--- config.mk ---
export PLATFORM = sky130hd
export DESIGN_NAME = pri_enc_req_arbiter
export DESIGN_NICKNAME = d
export VERILOG_FILES = /design/src/rtl/pri_enc_req_arbiter.sv
export SDC_FILE = /design/constraint.sdc
export NUM_CORES = 1
export LEC_CHECK = 0
export ABC_AREA = 1
export ABC_CLOCK_PERIOD_IN_PS = 2710
export CORE_ASPECT_RATIO = 1.4
export CORE_MARGIN = 3
export CORE_UTILIZATION = 35
export CTS_CLUSTER_SIZE = 16
export DETAILED_ROUTE_END_ITERATION = 6
export PLACE_DENSITY = 0.77
export REMOVE_ABC_BUFFERS = 1
export SETUP_SLACK_MARGIN = 0.5
export SLEW_MARGIN = 30
export SYNTH_ARGS = -nofsm -noshare
export SYNTH_HDL_FRONTEND = slang
export SYNTH_SLANG_ARGS = --single-unit
--- constraint.sdc ---
create_clock -name clk_i -period 2.71 [get_ports clk_i]
set_input_delay 0.542 -clock clk_i [delete_from_list [all_inputs] [get_ports clk_i]]
set_output_delay 0.542 -clock clk_i [all_outputs]
set_load 0.01 [all_outputs]
--- src/rtl/pri_enc_req_arbiter.sv ---
// Round-robin arbiter sharing one priority encoder among NUM_REQ operand requesters.
// Optional watchdog enabled by defining PRI_ENC_ARB_TIMEOUT_EN.
module pri_enc_req_arbiter #(
    parameter int SIZE    = 8,
    parameter int NUM_REQ = 4,
    parameter int ID_W    = $clog2(NUM_REQ),
    parameter int TIMEOUT = 64
) (
    input  logic                      clk_i,
    input  logic                      rst_i,
    input  logic [NUM_REQ-1:0]        req_valid_i,
    input  logic [NUM_REQ*SIZE-1:0]   req_in1_i,
    input  logic [NUM_REQ*SIZE-1:0]   req_in2_i,
    output logic [NUM_REQ-1:0]        req_ready_o,
    output logic                      enc_valid_o,
    output logic [SIZE-1:0]           enc_in1_o,
    output logic [SIZE-1:0]           enc_in2_o,
    input  logic                      enc_valid_i,
    input  logic [$clog2(SIZE)-1:0]   enc_match_addr_i,
    input  logic                      enc_last_i,
    output logic                      rsp_valid_o,
    output logic [ID_W-1:0]           rsp_id_o,
    output logic [$clog2(SIZE)-1:0]   rsp_addr_o,
    output logic                      rsp_last_o,
    output logic                      rsp_empty_o,
    output logic                      busy_o,
    output logic                      err_o
);

    localparam int ADDR_W = $clog2(SIZE);

    if (NUM_REQ < 2 || TIMEOUT < 1) begin : g_bad_params
        $error("pri_enc_req_arbiter: NUM_REQ must be >= 2 and TIMEOUT >= 1");
    end

    typedef enum logic [1:0] {
        IDLE  = 2'd0,
        RUN   = 2'd1,
        EMPTY = 2'd2
    } state_t;

    state_t            state_q, state_d;
    logic [ID_W-1:0]   ptr_q;
    logic [ID_W-1:0]   id_q;
    logic [SIZE-1:0]   op1_q, op2_q;
    logic [NUM_REQ-1:0] ready_q;
    logic              rsp_valid_q, rsp_last_q, rsp_empty_q;
    logic [ID_W-1:0]   rsp_id_q;
    logic [ADDR_W-1:0] rsp_addr_q;

    logic              hi_found;
    logic [ID_W-1:0]   hi_idx, lo_idx, grant_idx;
    logic [SIZE-1:0]   grant_in1, grant_in2;
    logic              grant_take, job_done, wd_expired;
    logic [ID_W-1:0]   ptr_next;

    // Round-robin pick: lowest requester at or above the pointer, else lowest overall.
    // NOTE: every variable assigned in a combinational block gets a default first,
    // otherwise paths that skip an assignment infer a latch.
    always_comb begin
        hi_found = 1'b0;
        hi_idx   = '0;
        lo_idx   = '0;
        for (int k = NUM_REQ - 1; k >= 0; k--) begin
            if (req_valid_i[k]) begin
                lo_idx = ID_W'(k);
                if (ID_W'(k) >= ptr_q) begin
                    hi_found = 1'b1;
                    hi_idx   = ID_W'(k);
                end
            end
        end
        grant_idx = hi_found ? hi_idx : lo_idx;
    end

    always_comb begin
        grant_in1 = '0;
        grant_in2 = '0;
        for (int k = 0; k < NUM_REQ; k++) begin
            if (ID_W'(k) == grant_idx) begin
                grant_in1 = req_in1_i[k*SIZE +: SIZE];
                grant_in2 = req_in2_i[k*SIZE +: SIZE];
            end
        end
    end

    assign ptr_next = (id_q == ID_W'(NUM_REQ - 1)) ? '0 : id_q + 1'b1;

`ifdef PRI_ENC_ARB_TIMEOUT_EN
    localparam int WD_W = $clog2(TIMEOUT + 1);

    logic [WD_W-1:0] wd_cnt_q;
    logic            err_q;

    // Counts consecutive RUN cycles without an encoder beat.
    assign wd_expired = (state_q == RUN) && !enc_valid_i &&
                        (wd_cnt_q == WD_W'(TIMEOUT - 1));

    always_ff @(posedge clk_i or posedge rst_i) begin
        if (rst_i) begin
            wd_cnt_q <= '0;
            err_q    <= 1'b0;
        end else begin
            if (state_q != RUN || enc_valid_i) begin
                wd_cnt_q <= '0;
            end else if (!wd_expired) begin
                wd_cnt_q <= wd_cnt_q + 1'b1;
            end
            if (wd_expired) begin
                err_q <= 1'b1;
            end
        end
    end

    assign err_o = err_q;
`else
    assign wd_expired = 1'b0;
    assign err_o      = 1'b0;
`endif

    always_comb begin
        state_d    = state_q;
        grant_take = 1'b0;
        job_done   = 1'b0;
        case (state_q)
            IDLE: begin
                if (|req_valid_i) begin
                    grant_take = 1'b1;
                    state_d    = ((grant_in1 & grant_in2) == '0) ? EMPTY : RUN;
                end
            end
            RUN: begin
                if (enc_valid_i && enc_last_i) begin
                    job_done = 1'b1;
                    state_d  = IDLE;
                end else if (wd_expired) begin
                    job_done = 1'b1;
                    state_d  = IDLE;
                end
            end
            EMPTY: begin
                job_done = 1'b1;
                state_d  = IDLE;
            end
            default: state_d = IDLE;
        endcase
    end

    // NOTE: sequential state uses non-blocking assignments so every register
    // samples pre-edge values regardless of statement order.
    always_ff @(posedge clk_i or posedge rst_i) begin
        if (rst_i) begin
            state_q <= IDLE;
        end else begin
            state_q <= state_d;
        end
    end

    always_ff @(posedge clk_i or posedge rst_i) begin
        if (rst_i) begin
            ptr_q       <= '0;
            id_q        <= '0;
            op1_q       <= '0;
            op2_q       <= '0;
            ready_q     <= '0;
            rsp_valid_q <= 1'b0;
            rsp_last_q  <= 1'b0;
            rsp_empty_q <= 1'b0;
            rsp_id_q    <= '0;
            rsp_addr_q  <= '0;
        end else begin
            ready_q     <= '0;
            rsp_valid_q <= 1'b0;
            rsp_last_q  <= 1'b0;
            rsp_empty_q <= 1'b0;
            rsp_id_q    <= '0;
            rsp_addr_q  <= '0;

            if (grant_take) begin
                ready_q[grant_idx] <= 1'b1;
                id_q               <= grant_idx;
                op1_q              <= grant_in1;
                op2_q              <= grant_in2;
            end

            if (state_q == RUN && enc_valid_i) begin
                rsp_valid_q <= 1'b1;
                rsp_id_q    <= id_q;
                rsp_addr_q  <= enc_match_addr_i;
                rsp_last_q  <= enc_last_i;
            end

            // Empty jobs and watchdog aborts both close with a single empty/last beat.
            if (state_q == EMPTY || wd_expired) begin
                rsp_valid_q <= 1'b1;
                rsp_id_q    <= id_q;
                rsp_last_q  <= 1'b1;
                rsp_empty_q <= 1'b1;
            end

            if (job_done) begin
                ptr_q <= ptr_next;
            end
        end
    end

    assign req_ready_o = ready_q;
    assign enc_valid_o = (state_q == RUN);
    assign enc_in1_o   = op1_q;
    assign enc_in2_o   = op2_q;
    assign rsp_valid_o = rsp_valid_q;
    assign rsp_id_o    = rsp_id_q;
    assign rsp_addr_o  = rsp_addr_q;
    assign rsp_last_o  = rsp_last_q;
    assign rsp_empty_o = rsp_empty_q;
    assign busy_o      = (state_q != IDLE);

endmodule

Yosys cells after proc, flatten, opt, wreduce, memory -nomap -nowiden. Cells that the tools add are included.

Multiply operators: 0. Bitwise operators: 1. Shift-type cells: 0. Div/mod/pow operators: 0. Reduce and logical (&&, ||, !) cells: 9. Multiplexer cells: 49. Eq/ne operators: 8. Magnitude comparators: 6. $add $sub $neg: 1.

Operators by type and width (number): 8-bit two-way mux (8); 2-bit two-way mux (19); 1-bit two-way mux (17); 8-bit bitwise AND (1); 8-bit zero test (1); 2-bit == test, first input constant (2); 2-bit == test, second input constant (2); 1-bit by 2-bit greater-or-equal comparator with 1-bit output, first input constant (2); 2-bit greater-or-equal comparator, first input constant (2); 2-bit zero test (2); 4-bit two-way mux (1); 2-bit one-hot mux with 2 select lines (1); 4-bit OR reduction (1); 1-bit logical AND (3); 2-bit by 3-bit < comparator with 1-bit output, second input constant (1); 3-bit two-way mux (1); 2-bit by 1-bit adder with 2-bit output, second input constant (1); 1-bit demux with 2-bit select (1); 1-bit by 2-bit == test with 1-bit output, first input constant (1); 2-bit by 1-bit == test with 1-bit output, second input constant (1); 2-bit by 1-bit greater-or-equal comparator with 1-bit output, second input constant (1); 2-bit by 1-bit inequality test with 1-bit output, second input constant (1); 2-bit inequality test, second input constant (1); 1-bit one-hot mux with 2 select lines (1); other kinds (2) (2).

Register bits after elaboration: 34. ROM bits: 0. Bits in writable memories: 0. Bits in latches: 0. Input bits: 75. Memories: 0.

Depth between registers and ports, before layout. Gate-level depths: netlist of the first run.

Word-level depth: 20. Gate-level depth with buffers: 17. Gate-level depth less buffers: 16.

Worst setup path before layout of the first run. No wires, ideal clock.

Kind: input to register. From: input req_valid_i[1]. To: register state_q[0]. Data arrival time: 1724 ps. Stages on the path: 15. Setup slack: 869 ps. Cell sequence: inv_1 nor2_1 inv_1 nand2_2 nand2_2 buf_6 buf_6 nand3_2 nand4_2 nand2_1 nand2_1 nor2_2 nand2_1 nand2_1 nand2_1.

Longest elaborated chain between the ends: 14. Elaborated cells on any way between the ends: 29.

RTL lines: start, declared (line 11) `input logic [NUM_REQ-1:0] req_valid_i,`; 2-bit two-way mux / 1-bit two-way mux (equally long branches) (line 65) `if (req_valid_i[k]) begin`; 2-bit two-way mux / 1-bit two-way mux (equally long branches) (line 67) `if (ID_W'(k) >= ptr_q) begin`; 2-bit two-way mux / 1-bit two-way mux (equally long branches) (line 65); 2-bit two-way mux (line 73) `grant_idx = hi_found ? hi_idx : lo_idx;`; 2-bit zero test (line 80) `if (ID_W'(k) == grant_idx) begin`; 8-bit two-way mux (4 in series) (line 80); 8-bit bitwise AND (line 129) `state_d = ((grant_in1 & grant_in2) == '0) ? EMPTY : RUN;`; 8-bit zero test (line 129); 2-bit two-way mux (line 129); 2-bit two-way mux (line 127) `if (|req_valid_i) begin`; 2-bit one-hot mux with 2 select lines (line 125) `case (state_q)`; end signal, assigned (line 155) `state_q <= state_d;`; end, declared (line 42) `state_t state_q, state_d;`.

Several ways; a longest one is shown, not always the timed one. The select of a mux whose other input is x is not followed. A chain may end at the register's enable or synchronous reset.

Final worst setup path of the first run.
From: register state_q[1]. To: output enc_valid_o.

Longest elaborated chain between the ends: 1.

RTL lines: 2-bit by 1-bit == test with 1-bit output (line 208) `assign enc_valid_o = (state_q == RUN);`; end, declared (line 15) `output logic enc_valid_o,`.

No other way between the ends.

==> results.py, run 1 <==
metrics = {
    "floorplanning": {
        "initial_core_util": 0.366,
        "die-width_um": 70.5,
        "core_area_um2": 5570,
        "fp.dieArea_um2": 6790,
        "pin_count": 106,
        "dieHeight_um": 96.3,
        "placementRows": 32,
    },
    "timing": {
        "finalCritPeriodShare": 0.772,
        "report.final.hold_viol_count": 0,
        "rsz0062_at_grt": "no",
        "fin_crit_ns": 2.09,
        "number_of_max_slew_violations_in_the_final_report": 0,
        "clock_skew_ns": 0.00523,
        "fin_setup_tns_ns": 0,
        "report.final.setup_viol": 0,
        "slew-limit-headroom": 0.581,
        "tightest_slew_ns": 0.628,
        "max_freq_ghz": 0.478,
    },
    "placed_design": {
        "placed_cells_incl_taps": 445,
        "dpl_cell_area_um2": 3170,
        "routabilityCongestion": 0.846,
        "hpwlAfterDp_um": 4950,
        "buffer_ports.inserted": 104,
    },
    "run": {
        "cap_violations": 0,
    },
    "critical_path": {
        "critPathCaptureType": "output port",
        "wp_data_required_ns": 2.17,
        "cpMaxStageDelayCell": "sky130_fd_sc_hd__clkdlybuf4s50_1",
        "cp_cell_sequence": "inv_1 -> ha_1 -> clkdlybuf4s50_1",
        "timing_worst_setup_path_type": "reg -> out",
        "cp-start-kind": "register",
        "worst-path-max-fanout": 5,
        "critical_path_arrival_ns": 1.55,
        "highest_cell_delay_on_the_worst_timing_path_ns": 0.56,
    },
    "clock_tree": {
        "clock_tree_from_tritoncts": "built",
        "cts.clk_slew.worst_paths_ns": 0.06,
        "clock_latency_on_the_worst_skew_pair_ns": 0.29,
        "max-clock-path-buffers": 2,
        "cts-htree-levels": 2,
        "cts-hold-fix-buffers": 0,
        "cts_made_buffers": 5,
        "ctsRootBufferMaster": "sky130_fd_sc_hd__clkbuf_8",
        "tritoncts_num_sinks": 34,
    },
    "global_route": {
        "grt_antenna_before_repair": 0,
        "grt_pass1_wl_um": 10000,
        "globalRoute.totalOverflow": 0,
        "largest_net_degree_at_the_start_of_global_routing": 35,
        "first_global_vias": 2182,
        "gr-usage-all-layers": 0.192,
    },
    "power_and_ir_drop": {
        "finalPower_mw": 3.00,
        "worst_ir_drop_vdd_mv": 0.349,
        "pwr_density_cell_nw_per_um2": 889,
        "leak_pwr_nw": 1.61,
    },
    "yosys": {
        "post_synth_inst_count": 276,
        "synthesis.area_per_instance_um2": 7.39,
        "synthesis.area_um2": 2040,
        "ys.warnings.count": 0,
        "synth.distinct_cells": 31,
        "postSynthRegisterBits": 34,
        "synth_seq_area_share": 0.417,
    },
    "final_layout": {
        "fin_util": 0.607,
        "diodes": 0,
        "design_area_um2": 3380,
        "num-fill-cells": 492,
        "area_delta_synth_final_pct": 65.7,
        "post_layout_nonfiller_instances": 461,
        "layout-drive-gt1-share": 0.117,
        "final_nets": 472,
    },
    "detailed_routing": {
        "drt_iter0_drc": 112,
        "detail_route.vias_per_cell": 4.80,
        "postRouteAntennaNets": 0,
        "wl_per_cell_um": 13.6,
        "drc_errors": 0,
        "postRouteWirelength_um": 6280,
        "drt-pass1-iter-count": 5,
        "route.vias.total": 2212,
    },
    "worst_hold_path": {
        "hp-class": "reg -> reg",
    },
    "outcome": {
        "outcome": "finished, final reports clean",
    },
}
==> area by class of cell <==
type / count / area, um2 / share of cell area
flip-flops and latches: 34 / 851 / 0.252
multi-input cells: 209 / 1050 / 0.312
well taps: 68 / 85.1 / 0.0252
clock buffers: 7 / 76.3 / 0.0226
repair buffers: 122 / 1230 / 0.365
inverters: 21 / 81.3 / 0.0241
==> where the power goes <==
group	leakage [nW]	switching, mW	total (mW)	internal, mW
clock network	0.0383	0.176	0.353	0.177
logic	1.14	0.937	1.82	0.883
registers	0.428	0.112	0.832	0.719
total	1.61	1.23	3.00	1.78
==> registers in the layout, summed over array words and instances (netlist names) <==
signal	flops
rsp_last_o	1
ptr_q	2
rsp_valid_o	1
enc_in2_o	8
rsp_empty_o	1
rsp_id_o	2
enc_in1_o	8
id_q	2
state_q	2
rsp_addr_o	3
req_ready_o	4
==> cell usage in the layout, fill, tap and decap left out, types with 2 or more instances in the layout <==
master	Yosys	routed
sky130_fd_sc_hd__nand2_4	1	3
sky130_fd_sc_hd__inv_1	19	18
sky130_fd_sc_hd__nand2_1	112	110
sky130_fd_sc_hd__dfrtp_1	34	34
sky130_fd_sc_hd__nor2_4	3	3
sky130_fd_sc_hd__ha_1	4	4
sky130_fd_sc_hd__nor2_1	18	16
sky130_fd_sc_hd__clkbuf_1	4	2
sky130_fd_sc_hd__nand3_2	4	4
sky130_fd_sc_hd__nand4_1	9	9
sky130_fd_sc_hd__nor3_1	3	3
sky130_fd_sc_hd__nand3b_1	8	8
sky130_fd_sc_hd__inv_2	2	2
sky130_fd_sc_hd__clkdlybuf4s50_1	0	100
sky130_fd_sc_hd__o21ai_0	5	5
sky130_fd_sc_hd__dlymetal6s2s_1	0	3
sky130_fd_sc_hd__nand2_2	2	2
sky130_fd_sc_hd__buf_12	0	2
sky130_fd_sc_hd__nor2_2	2	4
sky130_fd_sc_hd__clkbuf_8	0	5
sky130_fd_sc_hd__a31oi_1	6	6
sky130_fd_sc_hd__buf_6	3	2
sky130_fd_sc_hd__nand3_1	21	21
sky130_fd_sc_hd__a21boi_0	2	2
sky130_fd_sc_hd__buf_4	1	13
==> synthesized netlist by cell type, drive strengths merged <==
cell | count | area share
nor2 | 23 | 0.056
a31oi | 6 | 0.018
nor3 | 3 | 0.0074
conb | 1 | 0.0018
or2 | 1 | 0.0031
ha | 4 | 0.025
nand4 | 10 | 0.034
o31ai | 1 | 0.0037
dfrtp | 34 | 0.42
nand3 | 25 | 0.071
o21ai | 6 | 0.015
mux2 | 1 | 0.0055
inv | 21 | 0.039
a21boi | 3 | 0.013
clkbuf | 4 | 0.0074
nand2 | 115 | 0.22
a21oi | 2 | 0.0067
buf | 8 | 0.030
nand3b | 8 | 0.029
==> cells by family (layout without fill, tap and decap cells) <==
kind of cell,count (synthesis),in the layout,share of synthesized area
muxes,1,1,0.00552
and+or+nand+nor,185,185,0.418
other,1,1,0.00184
AOI/OAI and AO/OA,18,18,0.0564
DFF,34,34,0.417
adders and majority gates,4,4,0.0245
buffers and inverters,33,150,0.0761
==> timing repair <==
item | CTS | global route
setup buffers | 3 | 5
cloned | 0 | 1
pin swaps | 2 | 7
resized for setup | 5 | 12
setup endpoints to repair | 2 | 2
==> layer usage <==
| layer | global-route usage | part of all wire | vias up |
|---|---|---|---|
| met5 | 0 | 0 | - |
| met4 | 0.0767 | 0.019 | 0 |
| met3 | 0.0481 | 0.078 | 10 |
| met2 | 0.342 | 0.52 | 94 |
| met1 | 0.218 | 0.39 | 988 |
| li1 | - | - | 1120 |
==> metrics by stage <==
stage	hold WS [ns]	setup WS (ns)
after floorplan	0.472	0.527
after global placement	0.464	0.113
after detailed placement	0.472	0.0854
after CTS	0.489	0.511
after global routing	0.508	0.540
final	0.485	0.619
==> worst max-delay path, delay by kind of cell, from the launching register on <==
kind | cells | cell delay [ns]
fa+ha+maj | 1 | 0.23
buf+inv | 2 | 0.64
flops | 1 | 0.39
==> final timing paths <==
check	cells past startpoint	slack (ns)	startpoint	end
setup / recovery	3	0.62	state_q[1]	enc_valid_o
hold / removal	2	0.48	enc_in2_o[1]	enc_in2_o[1]
setup reg to reg	13	0.81	ptr_q[1]	state_q[0]
hold reg to reg	2	0.48	enc_in2_o[1]	enc_in2_o[1]
max in group asynchronous	3	1.76	rst_i	enc_in2_o[5]
min in group asynchronous	3	0.65	rst_i	rsp_addr_o[1]
Note: power is estimated with default switching activity, not from simulation.
==> inputs of run 2 (changes only) <==
--- a/config.mk
+++ b/config.mk
@@ -6,7 +6,7 @@
 export NUM_CORES = 1
 export LEC_CHECK = 0
 export ABC_AREA = 1
-export ABC_CLOCK_PERIOD_IN_PS = 2710
+export ABC_CLOCK_PERIOD_IN_PS = 2150
 export CORE_ASPECT_RATIO = 1.4
 export CORE_MARGIN = 3
 export CORE_UTILIZATION = 35
==> constraint.sdc (replaced) <==
create_clock -name clk_i -period 2.15 [get_ports clk_i]
set_input_delay 0.43 -clock clk_i [delete_from_list [all_inputs] [get_ports clk_i]]
set_output_delay 0.43 -clock clk_i [all_outputs]
set_load 0.01 [all_outputs]
==> results.py, run 2 (same netlist as run 1, synthesis figures left out) <==
metrics = {
    "final_layout": {
        "final_nets": 507,
        "fin_util": 0.705,
        "layout-drive-gt1-share": 0.294,
        "diodes": 0,
        "mostFrequentLayoutCell": "sky130_fd_sc_hd__clkdlybuf4s50_1",
        "layout_common_cells": "88 x sky130_fd_sc_hd__clkdlybuf4s50_1, 87 x sky130_fd_sc_hd__nand2_1, 34 x sky130_fd_sc_hd__buf_4, 33 x sky130_fd_sc_hd__dfrtp_1, 22 x sky130_fd_sc_hd__nand2_2",
        "area_delta_synth_final_pct": 92.5,
    },
    "placed_design": {
        "hpwlAfterDp_um": 5430,
        "buffer_ports.inserted": 104,
        "routabilityCongestion": 0.832,
        "dpl_worst_slack_ns": -0.307,
    },
    "detailed_routing": {
        "wl_per_cell_um": 15.7,
        "postRouteWirelength_um": 7800,
        "postRouteAntennaNets": 0,
        "detail_route.vias_per_cell": 5.02,
        "drt-pass1-iter-count": 4,
        "drt_iter0_drc": 104,
        "drc_errors": 0,
        "route.vias.total": 2494,
    },
    "clock_tree": {
        "cts_made_buffers": 5,
        "cts-htree-levels": 2,
        "max-clock-path-buffers": 2,
        "cts.clk_slew.worst_paths_ns": 0.08,
        "ctsRootBufferMaster": "sky130_fd_sc_hd__clkbuf_8",
        "cts-hold-fix-buffers": 0,
        "clock_tree_from_tritoncts": "built",
        "clock_latency_on_the_worst_skew_pair_ns": 0.30,
        "tritoncts_num_sinks": 34,
    },
    "critical_path": {
        "reg2reg_to": "state_q[0]",
        "critPathCaptureType": "register",
        "worst-path-max-fanout": 5,
        "timing.reg2reg.setup_slack_ns": 0.21,
        "timing_worst_setup_path_type": "reg -> reg",
        "cp-start-kind": "register",
        "worst_reg2reg_path_length_in_cells": 15,
        "wp_data_required_ns": 2.34,
        "critical_path_arrival_ns": 2.13,
        "reg_to_reg_critical_path_startpoint": "ptr_q[1]",
    },
    "floorplanning": {
        "placementRows": 32,
        "dieHeight_um": 96.3,
        "fp.dieArea_um2": 6790,
        "initial_core_util": 0.366,
        "core_area_um2": 5570,
        "pin_count": 106,
        "die-width_um": 70.5,
    },
    "timing": {
        "clock_skew_ns": 0.00760,
        "final.hold.worst_slack_ns": 0.476,
        "number_of_max_slew_violations_in_the_final_report": 0,
        "finalCritPeriodShare": 0.901,
        "fin_ws_ns": 0.213,
        "report.final.hold_viol_count": 0,
        "report.final.setup_viol": 0,
        "fin_crit_ns": 1.94,
        "max_freq_ghz": 0.516,
        "rsz0062_at_grt": "yes",
    },
    "worst_hold_path": {
        "hp-class": "reg -> reg",
        "worst_hold_startpoint": "enc_in2_o[0]",
        "min_path_cells": 2,
        "worst_hold_path.endpoint": "enc_in2_o[0]",
    },
    "run": {
        "cap_violations": 0,
    },
    "power_and_ir_drop": {
        "leak_pwr_nw": 1.91,
        "worst_ir_drop_vdd_mv": 0.563,
        "finalPower_mw": 4.67,
        "pwr_density_cell_nw_per_um2": 1190,
    },
    "global_route": {
        "largest_net_degree_at_the_start_of_global_routing": 35,
        "grt_antenna_before_repair": 0,
        "grt_pass1_wl_um": 11600,
        "globalRoute.totalOverflow": 0,
        "gr-usage-all-layers": 0.220,
        "first_global_vias": 2574,
    },
    "outcome": {
        "outcome": "finished, final reports clean",
    },
}
## run 2: cell types whose count changed in the layout (fill, tap and decap cells not counted), sizes merged, moves of 2 or more
cell and change:
clkdlybuf4s50 -12, dlygate4sd2 +2, buf +35, dlymetal6s2s +6
clkbuf +2
## run 2: worst max path at each step
stage	from	end	slack, ns
2_1_floorplan	req_valid_i[1]	state_q[0]	0.08
3_3_place_gp	req_valid_i[0]	state_q[0]	-0.26
3_5_place_dp	req_valid_i[0]	state_q[0]	-0.31
4_1_cts	ptr_q[1]	state_q[0]	0.28
5_1_grt	ptr_q[1]	state_q[0]	0.09
6_report	ptr_q[1]	state_q[0]	0.21
## run 2: layout make-up
cell class / count / area, um2
flip-flops and latches: 34 / 852
clock inverters: 2 / 12.5
fillers: 428 / 1640
repair buffers: 157 / 1560
well taps: 68 / 85.1
multi-input cells: 209 / 1250
clock buffers: 6 / 82.6
inverters: 21 / 83.8
## run 2: critical path: stages (launching register included)
cell	delay (ns)
sky130_fd_sc_hd__dfrtp_2	0.46
sky130_fd_sc_hd__nand2_2	0.10
sky130_fd_sc_hd__nand2_4	0.10
sky130_fd_sc_hd__nand2_4	0.07
sky130_fd_sc_hd__buf_6	0.12
sky130_fd_sc_hd__a21boi_4	0.19
sky130_fd_sc_hd__buf_12	0.15
sky130_fd_sc_hd__nand2_2	0.05
sky130_fd_sc_hd__nand3b_1	0.10
sky130_fd_sc_hd__nand2_1	0.08
sky130_fd_sc_hd__nand2_1	0.07
sky130_fd_sc_hd__nand2_1	0.06
sky130_fd_sc_hd__nor2_2	0.12
sky130_fd_sc_hd__nand2_1	0.07
sky130_fd_sc_hd__nand2_1	0.05
sky130_fd_sc_hd__nand2_1	0.06
## run 2: routing by layer
metal / up-vias / track usage / wire (um)
li1: 1185 / - / -
met1: 1172 / 0.231 / 2880
met2: 116 / 0.403 / 4120
met3: 21 / 0.0564 / 558
met4: 0 / 0.113 / 228
met5: - / 0 / 0
## run 2: power breakdown
group	internal [mW]	switching [mW]	total [mW]
registers	0.908	0.168	1.08
clock network	0.258	0.260	0.517
logic	1.57	1.51	3.08
## run 2: timing repair
item                                    in CTS  in global routing
resized for setup                           37                 68
pin swaps                                   12                 47
endpoints found under the setup margin      21                 28
endpoints found under the hold margin        0                  0
cloned                                       3                  0
setup buffers                               10                  5
## run 2: through the flow
stage	TNS [ns]	instances	cell area [um2]
after floorplan	0	264	1960
after global placement	-0.935	471	3380
after detailed placement	-1.58	471	3380
after CTS	0	492	3670
after global routing	0	497	3930
final	0	497	3930
